$ cat config.mk
export PLATFORM = sky130hd
export DESIGN_NAME = id_ex_stage
export DESIGN_NICKNAME = d
export VERILOG_FILES = /design/src/rtl/wisc_pkg.sv /design/src/rtl/id_ex_stage_fwd_mux.sv /design/src/rtl/id_ex_stage.sv
export SDC_FILE = /design/constraint.sdc
export NUM_CORES = 1
export LEC_CHECK = 0
export CAP_MARGIN = 20
export CELL_PAD_IN_SITES_DETAIL_PLACEMENT = 1
export CELL_PAD_IN_SITES_GLOBAL_PLACEMENT = 2
export CORE_MARGIN = 2
export CORE_UTILIZATION = 26
export CTS_CLUSTER_DIAMETER = 200
export DETAILED_ROUTE_END_ITERATION = 16
export PLACE_DENSITY = 0.95
export SYNTH_ARGS = -nofsm -noshare
export SYNTH_HDL_FRONTEND = slang
export SYNTH_HIERARCHICAL = 1
export SYNTH_SLANG_ARGS = --single-unit
$ cat constraint.sdc
create_clock -name clk -period 4.4 [get_ports clk]
set_input_delay 0.66 -clock clk [delete_from_list [all_inputs] [get_ports clk]]
set_output_delay 0.66 -clock clk [all_outputs]
set_load 0.02 [all_outputs]
$ cat src/rtl/wisc_pkg.sv
// Shared WISC pipeline definitions: data/index widths, opcode constants,
// the ID/EX pipeline register layout and a source/destination match helper.
package wisc_pkg;

    localparam int DATA_W    = 16;
    localparam int REG_IDX_W = 3;
    localparam int OPC_W     = 5;
    localparam int FUNCT_W   = 2;
    localparam int IMM_W     = 8;
    localparam int CNT_W     = 16;

    typedef logic [DATA_W-1:0]    data_t;
    typedef logic [REG_IDX_W-1:0] reg_idx_t;
    typedef logic [OPC_W-1:0]     opcode_t;

    localparam opcode_t OPC_ST   = 5'b10000;
    localparam opcode_t OPC_LD   = 5'b10001;
    localparam opcode_t OPC_BEQZ = 5'b01100;
    localparam opcode_t OPC_ALU  = 5'b11011;
    localparam opcode_t OPC_ADDI = 5'b01000;

    // Contents of the ID/EX pipeline register
    typedef struct packed {
        logic                 valid;
        opcode_t              opcode;
        logic [FUNCT_W-1:0]   funct;
        data_t                rs;
        data_t                rt;
        data_t                pc;
        logic [IMM_W-1:0]     imm;
        reg_idx_t             rs_idx;
        reg_idx_t             rt_idx;
        reg_idx_t             rd_idx;
        logic                 rs_used;
        logic                 rt_used;
        logic                 reg_wr;
        logic                 mem_rd;
    } ex_regs_t;

    // A used source operand depends on a stage that writes the same register
    function automatic logic src_hit(input logic used, input reg_idx_t src,
                                     input logic wr, input reg_idx_t dst);
        return used & wr & (src == dst);
    endfunction

endpackage

$ cat src/rtl/id_ex_stage_fwd_mux.sv
// Operand forwarding selector for one EX source operand.
// EX/MEM result has priority over MEM/WB; no zero-register special case.
module fwd_mux
    import wisc_pkg::*;
(
    input  logic     use_i,
    input  reg_idx_t idx_i,
    input  data_t    latched_i,
    input  logic     exmem_wr_i,
    input  reg_idx_t exmem_idx_i,
    input  data_t    exmem_data_i,
    input  logic     memwb_wr_i,
    input  reg_idx_t memwb_idx_i,
    input  data_t    memwb_data_i,
    output data_t    data_o
);

    // Pick the youngest in-flight producer of this operand, else the latched value
    always_comb begin
        data_o = latched_i;
        if (src_hit(use_i, idx_i, exmem_wr_i, exmem_idx_i)) begin
            data_o = exmem_data_i;
        end else if (src_hit(use_i, idx_i, memwb_wr_i, memwb_idx_i)) begin
            data_o = memwb_data_i;
        end else begin
            data_o = latched_i;
        end
    end

endmodule

$ cat src/rtl/id_ex_stage.sv
// ID/EX pipeline register with hazard detection, stall counting and
// operand forwarding into the execute stage.
// Build option ID_EX_FWD_EN: when defined, operands are forwarded from
// EX/MEM and MEM/WB and only load-use hazards stall; when undefined,
// operands are the latched values and any RAW dependency on EX, EX/MEM or
// MEM/WB stalls decode and inserts a bubble.
module id_ex_stage
    import wisc_pkg::*;
(
    input  logic                 clk,
    input  logic                 rst_n,
    input  logic                 id_valid,
    input  opcode_t              id_opcode,
    input  logic [FUNCT_W-1:0]   id_funct,
    input  data_t                id_rs_data,
    input  data_t                id_rt_data,
    input  data_t                id_pc,
    input  logic [IMM_W-1:0]     id_imm,
    input  reg_idx_t             id_rs_idx,
    input  reg_idx_t             id_rt_idx,
    input  reg_idx_t             id_rd_idx,
    input  logic                 id_rs_used,
    input  logic                 id_rt_used,
    input  logic                 id_reg_wr,
    input  logic                 id_mem_rd,
    input  logic                 flush,
    input  logic                 ex_hold,
    input  logic                 exmem_reg_wr,
    input  reg_idx_t             exmem_rd_idx,
    input  data_t                exmem_data,
    input  logic                 memwb_reg_wr,
    input  reg_idx_t             memwb_rd_idx,
    input  data_t                memwb_data,
    output logic                 ex_valid,
    output opcode_t              ex_opcode,
    output logic [FUNCT_W-1:0]   ex_funct,
    output data_t                ex_rs,
    output data_t                ex_rt,
    output data_t                ex_pc,
    output logic [IMM_W-1:0]     ex_imm,
    output reg_idx_t             ex_rd_idx,
    output logic                 ex_reg_wr,
    output logic                 ex_mem_rd,
    output logic                 id_stall,
    output logic [CNT_W-1:0]     stall_cnt
);

`ifdef ID_EX_FWD_EN
    localparam logic FWD_EN_C = 1'b1;
`else
    localparam logic FWD_EN_C = 1'b0;
`endif

    ex_regs_t         ex_q;
    ex_regs_t         ex_d;
    logic [CNT_W-1:0] cnt_q;
    logic [CNT_W-1:0] cnt_d;
    data_t            fwd_rs_s;
    data_t            fwd_rt_s;
    logic             load_use_s;
    logic             raw_any_s;
    logic             hazard_s;
    logic             id_stall_s;

    fwd_mux u_fwd_rs (
        .use_i        (ex_q.rs_used & FWD_EN_C),
        .idx_i        (ex_q.rs_idx),
        .latched_i    (ex_q.rs),
        .exmem_wr_i   (exmem_reg_wr),
        .exmem_idx_i  (exmem_rd_idx),
        .exmem_data_i (exmem_data),
        .memwb_wr_i   (memwb_reg_wr),
        .memwb_idx_i  (memwb_rd_idx),
        .memwb_data_i (memwb_data),
        .data_o       (fwd_rs_s)
    );

    fwd_mux u_fwd_rt (
        .use_i        (ex_q.rt_used & FWD_EN_C),
        .idx_i        (ex_q.rt_idx),
        .latched_i    (ex_q.rt),
        .exmem_wr_i   (exmem_reg_wr),
        .exmem_idx_i  (exmem_rd_idx),
        .exmem_data_i (exmem_data),
        .memwb_wr_i   (memwb_reg_wr),
        .memwb_idx_i  (memwb_rd_idx),
        .memwb_data_i (memwb_data),
        .data_o       (fwd_rt_s)
    );

    // Hazard detection: load-use when forwarding exists, any RAW dependency otherwise
    always_comb begin
        load_use_s = ex_q.valid & ex_q.mem_rd & ex_q.reg_wr & id_valid &
                     (src_hit(id_rs_used, id_rs_idx, 1'b1, ex_q.rd_idx) |
                      src_hit(id_rt_used, id_rt_idx, 1'b1, ex_q.rd_idx));
        raw_any_s  = id_valid &
                     (src_hit(id_rs_used, id_rs_idx, ex_q.valid & ex_q.reg_wr, ex_q.rd_idx) |
                      src_hit(id_rs_used, id_rs_idx, exmem_reg_wr, exmem_rd_idx) |
                      src_hit(id_rs_used, id_rs_idx, memwb_reg_wr, memwb_rd_idx) |
                      src_hit(id_rt_used, id_rt_idx, ex_q.valid & ex_q.reg_wr, ex_q.rd_idx) |
                      src_hit(id_rt_used, id_rt_idx, exmem_reg_wr, exmem_rd_idx) |
                      src_hit(id_rt_used, id_rt_idx, memwb_reg_wr, memwb_rd_idx));
        if (FWD_EN_C) begin
            hazard_s = load_use_s;
        end else begin
            hazard_s = raw_any_s;
        end
        // Reset and flush both discard whatever the stall would have protected
        id_stall_s = rst_n & ~flush & (ex_hold | hazard_s);
    end

    // Next pipeline register contents, priority flush > hold > hazard > normal
    always_comb begin
        ex_d = ex_q;
        if (flush) begin
            ex_d.valid  = 1'b0;
            ex_d.reg_wr = 1'b0;
            ex_d.mem_rd = 1'b0;
        end else if (ex_hold) begin
            // Keep operands correct while later stages drain under the stall
            ex_d.rs = fwd_rs_s;
            ex_d.rt = fwd_rt_s;
        end else if (hazard_s) begin
            ex_d.valid  = 1'b0;
            ex_d.reg_wr = 1'b0;
            ex_d.mem_rd = 1'b0;
        end else begin
            ex_d.valid   = id_valid;
            ex_d.opcode  = id_opcode;
            ex_d.funct   = id_funct;
            ex_d.rs      = id_rs_data;
            ex_d.rt      = id_rt_data;
            ex_d.pc      = id_pc;
            ex_d.imm     = id_imm;
            ex_d.rs_idx  = id_rs_idx;
            ex_d.rt_idx  = id_rt_idx;
            ex_d.rd_idx  = id_rd_idx;
            ex_d.rs_used = id_rs_used;
            ex_d.rt_used = id_rt_used;
            ex_d.reg_wr  = id_valid & id_reg_wr;
            ex_d.mem_rd  = id_valid & id_mem_rd;
        end
    end

    // Saturating count of stalled decode cycles
    always_comb begin
        if (id_stall_s && (cnt_q != 16'hFFFF)) begin
            cnt_d = cnt_q + 16'd1;
        end else begin
            cnt_d = cnt_q;
        end
    end

    // Pipeline register and stall counter with synchronous reset
    always_ff @(posedge clk) begin
        if (!rst_n) begin
            ex_q  <= '0;
            cnt_q <= 16'd0;
        end else begin
            ex_q  <= ex_d;
            cnt_q <= cnt_d;
        end
    end

    assign ex_valid  = ex_q.valid;
    assign ex_opcode = ex_q.opcode;
    assign ex_funct  = ex_q.funct;
    assign ex_rs     = fwd_rs_s;
    assign ex_rt     = fwd_rt_s;
    assign ex_pc     = ex_q.pc;
    assign ex_imm    = ex_q.imm;
    assign ex_rd_idx = ex_q.rd_idx;
    assign ex_reg_wr = ex_q.reg_wr;
    assign ex_mem_rd = ex_q.mem_rd;
    assign id_stall  = id_stall_s;
    assign stall_cnt = cnt_q;

endmodule

After elaboration in Yosys (flattened, before gate mapping)
Index checks and enable logic that the tools add are counted.

storage, ports and cells
  flip-flop bits (word level) = 85
  latch bits = 0
  RAM bits = 0
  ROM bits = 0
  bits of input ports = 121
  output and inout port bits = 86
  word-level logic and storage cells = 52
  memories = 0

cells by class
  add/subtract/negate cells = 1
  multipliers = 0
  div/mod/pow operators = 0
  order comparisons = 0
  equality and inequality tests = 7
  shift-type cells = 0
  mux-type cells = 2
  bitwise gates (word level) = 28
  reduce and logical (&&, ||, !) cells = 3

operators with widths
  kind                   count
  $and 1x1->1            18
  $eq 3x3->1             6
  $add 16x1->16 const B  1
  $ne 16x16->1 const B   1
  $or 1x1->1             6
  $not 1->1              4
  $reduce_and 3->1       1
  $mux 2                 1
  $reduce_or 2->1        1
  $logic_and 1x1->1      1
  $mux 1                 1

Longest topological paths before layout
Gate-level depths: netlist of the first run.

  depth after elaboration = 12
  depth in mapped cells = 8
  depth with buffers taken out = 7

By module
The synthesis of the first run kept the hierarchy.

modules (own cells, without submodules)
  module       times used  cells an instance  area each (um2)  sequential area each (um2)
  id_ex_stage  1           509                4399.2           1821.7
  fwd_mux      2           62                 434.2            0.0

Worst setup path before layout of the first run
Ideal clock, no wire load.

  path kind = input to output
  start point = input id_rs_idx[2]
  end point = output id_stall
  arrival time = 2116 ps
  data required time = 3740 ps
  setup slack = 1624 ps
  stages = 7
  path buffers = 2
  cell sequence = xor2_1 nor4_1 nor4_1 and3_1 buf_2 buf_2 nor2_1

between the ends
  word-level cells in the longest chain between the ends = 10
  elaborated cells on any way between the ends = 14
  classes of those cells = 3 x eq/ne; 11 x bitwise

RTL lines
  what             RTL line            text
  from (decl)      id_ex_stage.sv:19   input reg_idx_t id_rs_idx,
  $eq 3x3->1       wisc_pkg.sv:43      return used & wr & (src == dst);
  $and 1x1->1      wisc_pkg.sv:43
  $or 1x1->1       id_ex_stage.sv:97   (src_hit(id_rs_used, id_rs_idx, ex_q.valid & ex_q.reg_wr, ex_q.rd_idx) |
  $or 1x1->1 (*)   id_ex_stage.sv:98   src_hit(id_rs_used, id_rs_idx, exmem_reg_wr, exmem_rd_idx) |
  $or 1x1->1 (*)   id_ex_stage.sv:99   src_hit(id_rs_used, id_rs_idx, memwb_reg_wr, memwb_rd_idx) |
  $or 1x1->1 (*)   id_ex_stage.sv:100  src_hit(id_rt_used, id_rt_idx, ex_q.valid & ex_q.reg_wr, ex_q.rd_idx) |
  $or 1x1->1 (*)   id_ex_stage.sv:101  src_hit(id_rt_used, id_rt_idx, exmem_reg_wr, exmem_rd_idx) |
  $and 1x1->1 (*)  id_ex_stage.sv:96   raw_any_s = id_valid &
  $or 1x1->1 (*)   id_ex_stage.sv:109  id_stall_s = rst_n & ~flush & (ex_hold | hazard_s);
  $and 1x1->1 (*)  id_ex_stage.sv:109
  to (decl)        id_ex_stage.sv:44   output logic id_stall,

Every way passes the cells marked *; elsewhere a longest branch is shown, timed or not.

Worst setup path in the final report of the first run
Ends and elaborated chain as after synthesis.

==> summary.md, run 1 <==
| Metric | Value |
|---|---|
| Status | `finished with violations` |
| Violated checks | `slew limit` |
| Period utilization | `0.8798` |
| N_diodes | `0` |
| Worst-Skew Late Latency | `~350 ps` |
| Initial core utilization | `0.2629` |
| Max Clk Rate | `~260 MHz` |
| Post-synth top area cell | `dfxtp_1` |
| Root cell of the clock tree | `clkbuf_16` |
| Max cap viols | `0` |
| CTS tree | `done` |
| Worst-Margin Slew | `~5700 ps` |
| P&R area growth vs syn | `45.11%` |
| Clock slew at reported path FFs | `70 ps` |
| GRT Util Overall | `0.1721` |
| Sw frac | `0.2924` |
| CTS Hold Bufs | `0` |
| Post-synth ARST share | `0` |
| Worst setup SP type | `primary input` |
| Minimum clock period | `3871 ps` |
| PortBufs | `206` |
| Max IR drop VDD | `between 200 and 250 uV` |
| Worst-path fanout max | `4` |
| Synth top cells by count | `dfxtp_1 (91), nand2_1 (90), mux2i_1 (83)` |
| Via Count | `5159` |
| R2r setup slk | `1810 ps` |
| Antenna violation net count after detailed routing | `0` |
| Die width | `between 100 and 150 um` |
| Top cell type's share of synthesized area | `0.3458` |
| Layout cell share with drive strength beyond 1 | `0.05689` |
| Num CTS Buffers | `9` |
| Io pins | `207` |
| Antenna violations before repair | `0` |
| Nets | `908` |
| Detailed Route WL | `~19 mm` |
| Rel. slew slack | `-2.823` |
| Ys Warns | `6` |
| Final hold vios | `0` |
| Crit Path Category | `in -> out` |
| Number of global-route vias before repair | `5272` |
| DP Area | `roughly 7300 um2` |
| Postcts setup bufs | `0` |
| CTS HTree Levels | `3` |
| Post-detail-place hpwl | `13.26 mm` |
| Pint | `1738 uW` |
| Setup-failing EPs final | `0` |
| Wire per inst | `about 17 um` |
| Clk pwr share | `0.380` |
| Post-route DRC | `0` |
| Dpl cells | `1045` |
| Setup TNS | `0 ps` |
| Synthesized instance count | `633` |
| Gate power share | `0.250` |
| Count leader, synth | `dfxtp_1` |
| Yosys reg bits | `roughly 90` |
| Flop pwr share | `0.370` |
| Util after Layout | `0.3814` |
| Syn_area_per_cell | `8.322 um2` |
| Crit path DAT | `3210 ps` |
| Clk_skew | `8.429 ps` |
| Max Root-Sink Buffers | `2` |
| Final Cell Area | `between 7000 and 8000 um2` |
| Lkg Pwr | `0.002864 uW` |
| Gr ovfl total | `0` |
| Num rows | `52` |
| Critical Path RT | `3740 ps` |
| Largest net degree at the start of global routing | `65` |
| Final worst setup slack | `roughly 530 ps` |
| Pwr dens | `roughly 320 nW/um2` |
| Library cells used by synthesis | `40` |
| DRT Pass-1 Iters | `4` |
| Post-synth EDFFs | `0` |
| Die Y-Extent | `146.3 um` |
| Main synth FF type | `dfxtp_1` |
| Top cells by area, synth | `dfxtp_1 (35%), mux2i_1 (16%), nand2_1 (6.4%)` |
| CTS sink count | `91` |
| Crit. End Element | `primary output` |
| Die area | `roughly 21000 um2` |
| Hold Path Class | `reg -> reg` |
| Slew Viols, Final | `100` |
| DRT iter0 DRCs | `approximately 150` |
| DP Worst Slack | `564.2 ps` |
| Sw power | `718.2 uW` |
| RePlAce Congestion | `0.8443` |
| First-pass GRT wire length | `29.21 mm` |
| Avg Vias per Cell | `4.862` |
| Post-synthesis cell area | `5268 um2` |
| Core area | `20040 um2` |
| Share of synthesized area occupied by flip-flops and latches | `0.3458` |
| Final non-filler cell total | `1061` |
| RSZ-0062 raised after global routing | `no` |
| Post-cts sizing count | `0` |
logic make-up after synthesis:
family / after synthesis / share of synthesized area
mux: 83 / 0.1577
flops: 91 / 0.3458
fa+ha+maj: 1 / 0.002375
other cells: 1 / 0.0007119
simple gates: 202 / 0.1753
xor+xnor: 30 / 0.04988
buf+inv: 79 / 0.08907
compound gates: 146 / 0.1791
worst max-delay path: stages:
cell	delay (ps)
clkdlybuf4s50_1	510
xor2_1	210
nor4_1	470
nor4_1	150
buf_4	180
and3_2	220
nor2_1	130
clkdlybuf4s50_1	680
power by group through the flow:
stage,Clock [uW],Sequential [uW],Combinational (uW)
floorplan,0,920,343
global placement,0,926,601
detailed placement,0,928,612
CTS,966,910,613
global route,999,917,662
finish,934,909,613
metal layers:
metal  global-route usage  vias to the layer above  share of wire
li1                     -                     2529              -
met2               0.2917                      142           0.47
met1               0.2168                     2479           0.45
met3              0.05250                        9          0.070
met5                    0                        -              0
met4              0.03544                        0         0.0075
sequential cells by signal (all words and copies together) (netlist names):
name / cells
stall_cnt: 16
ex_imm: 8
ex_rd_idx: 3
ex_valid: 1
ex_opcode: 5
ex_mem_rd: 1
ex_q: 38
ex_reg_wr: 1
ex_funct: 2
ex_pc: 16
cell usage in the layout, fill, tap and decap left out, types with 3 or more instances in the layout:
cell	count
o21ai_1	38
clkdlybuf4s50_1	204
nand3_1	16
buf_4	9
nor2_1	50
a22oi_1	32
bufinv_16	3
and3_1	4
inv_6	3
nand2_1	90
mux2i_1	83
o21ai_2	10
dfxtp_1	91
conb_1	4
o31ai_1	3
a31oi_1	32
nor3_1	6
o21ai_0	18
nor4_1	13
a21oi_1	4
nand2b_1	9
clkbuf_16	9
xor2_1	30
nand4_1	3
through the flow:
step	hold WS (ps)	power [uW]
6_report	492.6	2456
3_3_place_gp	472.5	1528
3_5_place_dp	484.4	1540
4_1_cts	500.8	2489
2_1_floorplan	464.7	1263
5_1_grt	527.9	2577
worst paths after layout:
kind / endpoint / cells past startpoint / startpoint
max: id_stall / 8 / id_rs_idx[2]
max reg2reg: stall_cnt[9] / 7 / ex_rd_idx[1]
min: ex_mem_rd / 2 / ex_mem_rd
min reg2reg: ex_mem_rd / 2 / ex_mem_rd
layout make-up:
cell class              instances  area [um2]
well taps                     270       337.8
repair buffers                215        2120
multi-input cells             466        3007
clock inverters                 7       121.4
inverters                       3       11.26
fillers                      2365       12400
clock buffers                   9       225.2
flip-flops and latches         91        1822
No activity file was read; power rests on OpenSTA's default activity.
==> run 2, diff against run 1 <==
SLEW_MARGIN = 5   (was unset)
==> results of run 2 <==
Final layout, timing and power as in run 1 (identical DEF).
==> run 3, diff against run 2 <==
CORE_ASPECT_RATIO = 0.6   (was unset)
REMOVE_ABC_BUFFERS = 1   (was unset)
==> run 3 against run 2 <==
The run still ends with slew limit left. Clock power fell by 14%. Via count fell by 0.91%. Critical path depth did not move. Routed wire length rose by 3.7%. Hold slack improved by 4.3 ps. Non-clock buffer count did not move. Power fell by 5.1%. First-iteration DRC count rose by 65%. Critical endpoint unchanged.
==> summary.md, run 3 (synthesis results as in run 1) <==
| Metric | Value |
|---|---|
| Max reg flops | `38 (unchanged)` |
| Core area | `19920 um2 (-0.60%)` |
| Slew Viols, Final | `100 (unchanged)` |
| Max cap viols | `0 (unchanged)` |
| Fill cell count | `2361 (-0.17%)` |
| Crit path DAT | `3150 ps (-60 ps)` |
| Hold_ws | `496.9 ps (+4.329 ps)` |
| RSZ-0062 raised after global routing | `no` |
| Num CTS Buffers | `9 (unchanged)` |
| Largest net degree at the start of global routing | `65 (unchanged)` |
| Crit Path Category | `in -> out` |
| Rel. slew slack | `-2.960 (-0.1363)` |
| CTS sink count | `91 (unchanged)` |
| Number of global-route vias before repair | `5250 (-0.42%)` |
| Num rows | `40 (-23%)` |
| Max Root-Sink Buffers | `2 (unchanged)` |
| First-pass GRT wire length | `30.40 mm (+4.1%)` |
| Critical Path RT | `3740 ps (about the same)` |
| Die Y-Extent | `114.3 um (-22%)` |
| Routed length on met2 | `7.735 mm (-12%)` |
| Met3 wire length | `1.192 mm (-8.0%)` |
| Detailed Route WL | `19.24 mm (+3.7%)` |
| Setup TNS | `0 ps (unchanged)` |
| Pint | `1622 uW (-6.7%)` |
| CTS HTree Levels | `3 (unchanged)` |
| Clock slew at reported path FFs | `70 ps (about the same)` |
| Post-cts sizing count | `0 (unchanged)` |
| Commonest non-fill, non-tap cell in the layout | `clkdlybuf4s50_1` |
| Io pins | `207 (unchanged)` |
| Period utilization | `0.8662 (-0.01354)` |
| Final hold vios | `0 (unchanged)` |
| DRT Pass-1 Iters | `4 (unchanged)` |
| Multi-input gate area | `3007 um2 (unchanged)` |
| Post-detail-place hpwl | `14.21 mm (+7.2%)` |
| DRT iter0 DRCs | `242 (+65%)` |
| Avg Vias per Cell | `4.805 (-1.2%)` |
| Flop pwr share | `0.391 (+0.021)` |
| N_diodes | `0 (unchanged)` |
| Sw power | `708.3 uW (-1.4%)` |
| Die area | `21450 um2 (+0.18%)` |
| CTS Hold Bufs | `0 (unchanged)` |
| CTS tree | `done` |
| Nets | `908 (unchanged)` |
| R2R Path End | `stall_cnt[9]` |
| Max IR drop VDD | `176.9 uV (-20%)` |
| R2R cell count | `7 (unchanged)` |
| Max layer used | `met4` |
| Postcts setup bufs | `0 (unchanged)` |
| FF/Latch Area | `1822 um2 (unchanged)` |
| Initial core utilization | `0.2644 (+0.001585)` |
| Wire per inst | `18.08 um (+3.4%)` |
| Status | `finished with violations` |
| Gate power share | `0.266 (+0.016)` |
| Lkg Pwr | `0.002839 uW (-0.86%)` |
| Root cell of the clock tree | `clkbuf_16` |
| Setup-failing EPs final | `0 (unchanged)` |
| Worst r2r src | `ex_rd_idx[0]` |
| R2r setup slk | `1950 ps (+140 ps)` |
| Critical Path Sink | `id_stall` |
| Hold Path Class | `reg -> reg` |
| Violated checks | `slew limit` |
| Sw frac | `0.3039 (+0.01155)` |
| Post-route DRC | `0 (unchanged)` |
| Antenna violations before repair | `0 (unchanged)` |
| Crit. End Element | `primary output` |
| Clk_skew | `5.191 ps (-3.238 ps)` |
| Via Count | `5112 (-0.91%)` |
| Worst-path fanout max | `4 (unchanged)` |
| P&R area growth vs syn | `44.56%` |
| Worst-Margin Slew | `5885 ps (+202.6 ps)` |
| Die width | `187.8 um (+28%)` |
| Worst setup SP type | `primary input` |
| RePlAce Congestion | `0.8417 (-0.31%)` |
| Pwr dens | `306.0 nW/um2 (-4.8%)` |
| Antenna violation net count after detailed routing | `0 (unchanged)` |
| PortBufs | `206 (unchanged)` |
| Gr ovfl total | `0 (unchanged)` |
| GRT Util Overall | `0.1816 (+0.009550)` |
| Met1 wire length | `10.17 mm (+21%)` |
| Max Clk Rate | `262.4 MHz (+1.6%)` |
| Clk pwr share | `0.343 (-0.037)` |
| Worst-Skew Late Latency | `350 ps (about the same)` |
| Reg with most FFs | `ex_q` |
| Layout cell share with drive strength beyond 1 | `0.05689 (unchanged)` |
| Minimum clock period | `3811 ps (-59.57 ps)` |
| Most frequent cells in the layout | `clkdlybuf4s50_1 (204), dfxtp_1 (91), nand2_1 (90)` |
| Setup crit start | `id_rt_idx[2]` |
[run 3: cell count changes in the layout (fill, tap and decap cells not counted), sizes merged]
cell / delta
bufinv: -2
clkinv: +2
clkinvlp: +2
inv: -2
[run 3: worst min path at each step]
stage	cells after the start	from	slack [ps]	end
6_report	2	ex_pc[14]	500	ex_pc[14]
3_3_place_gp	2	ex_pc[10]	470	ex_pc[10]
4_1_cts	2	ex_pc[14]	500	ex_pc[14]
3_5_place_dp	2	ex_pc[2]	490	ex_pc[2]
2_1_floorplan	2	ex_q[41]	490	ex_q[41]
5_1_grt	2	ex_pc[15]	530	ex_pc[15]
[run 3: power groups by stage]
stage	clock (uW)	sequential, uW	combinational, uW
2_1_floorplan	0	948	274
3_3_place_gp	0	926	609
3_5_place_dp	0	929	617
4_1_cts	834	911	620
5_1_grt	874	918	669
6_report	800	910	620
[run 3: layout make-up]
cell class | count | area share
Inverter | 3 | 0.001479
Timing Repair Buffer | 215 | 0.2800
Clock inverter | 7 | 0.01002
Sequential cell | 91 | 0.2392
Multi-Input combinational cell | 466 | 0.3948
Tap cell | 273 | 0.04486
Clock buffer | 9 | 0.02958
[run 3: worst max-delay path, cell delays in order]
cell	delay, ps
clkdlybuf4s50_1	540
xor2_1	220
nor4_1	430
nor4_1	120
buf_4	180
and3_2	220
nor2_1	100
clkdlybuf4s50_1	670
[run 3: metrics by stage]
step,power [uW],area (um2),cells,setup slack [ps],util
6_report,2330,7615,1064,588.5,0.3823
5_1_grt,2461,7615,1064,423.4,0.3823
4_1_cts,2364,7615,1064,579.9,0.3823
3_5_place_dp,1546,7313,1048,600.3,0.3671
3_3_place_gp,1535,7313,1048,676.2,0.3671
2_1_floorplan,1223,4821,560,-595.1,-
[run 3: per-layer routing]
layer	track usage	vias up
li1	-	2527
met1	0.2688	2445
met2	0.2615	130
met3	0.04934	10
met4	0.03622	0
met5	0	-
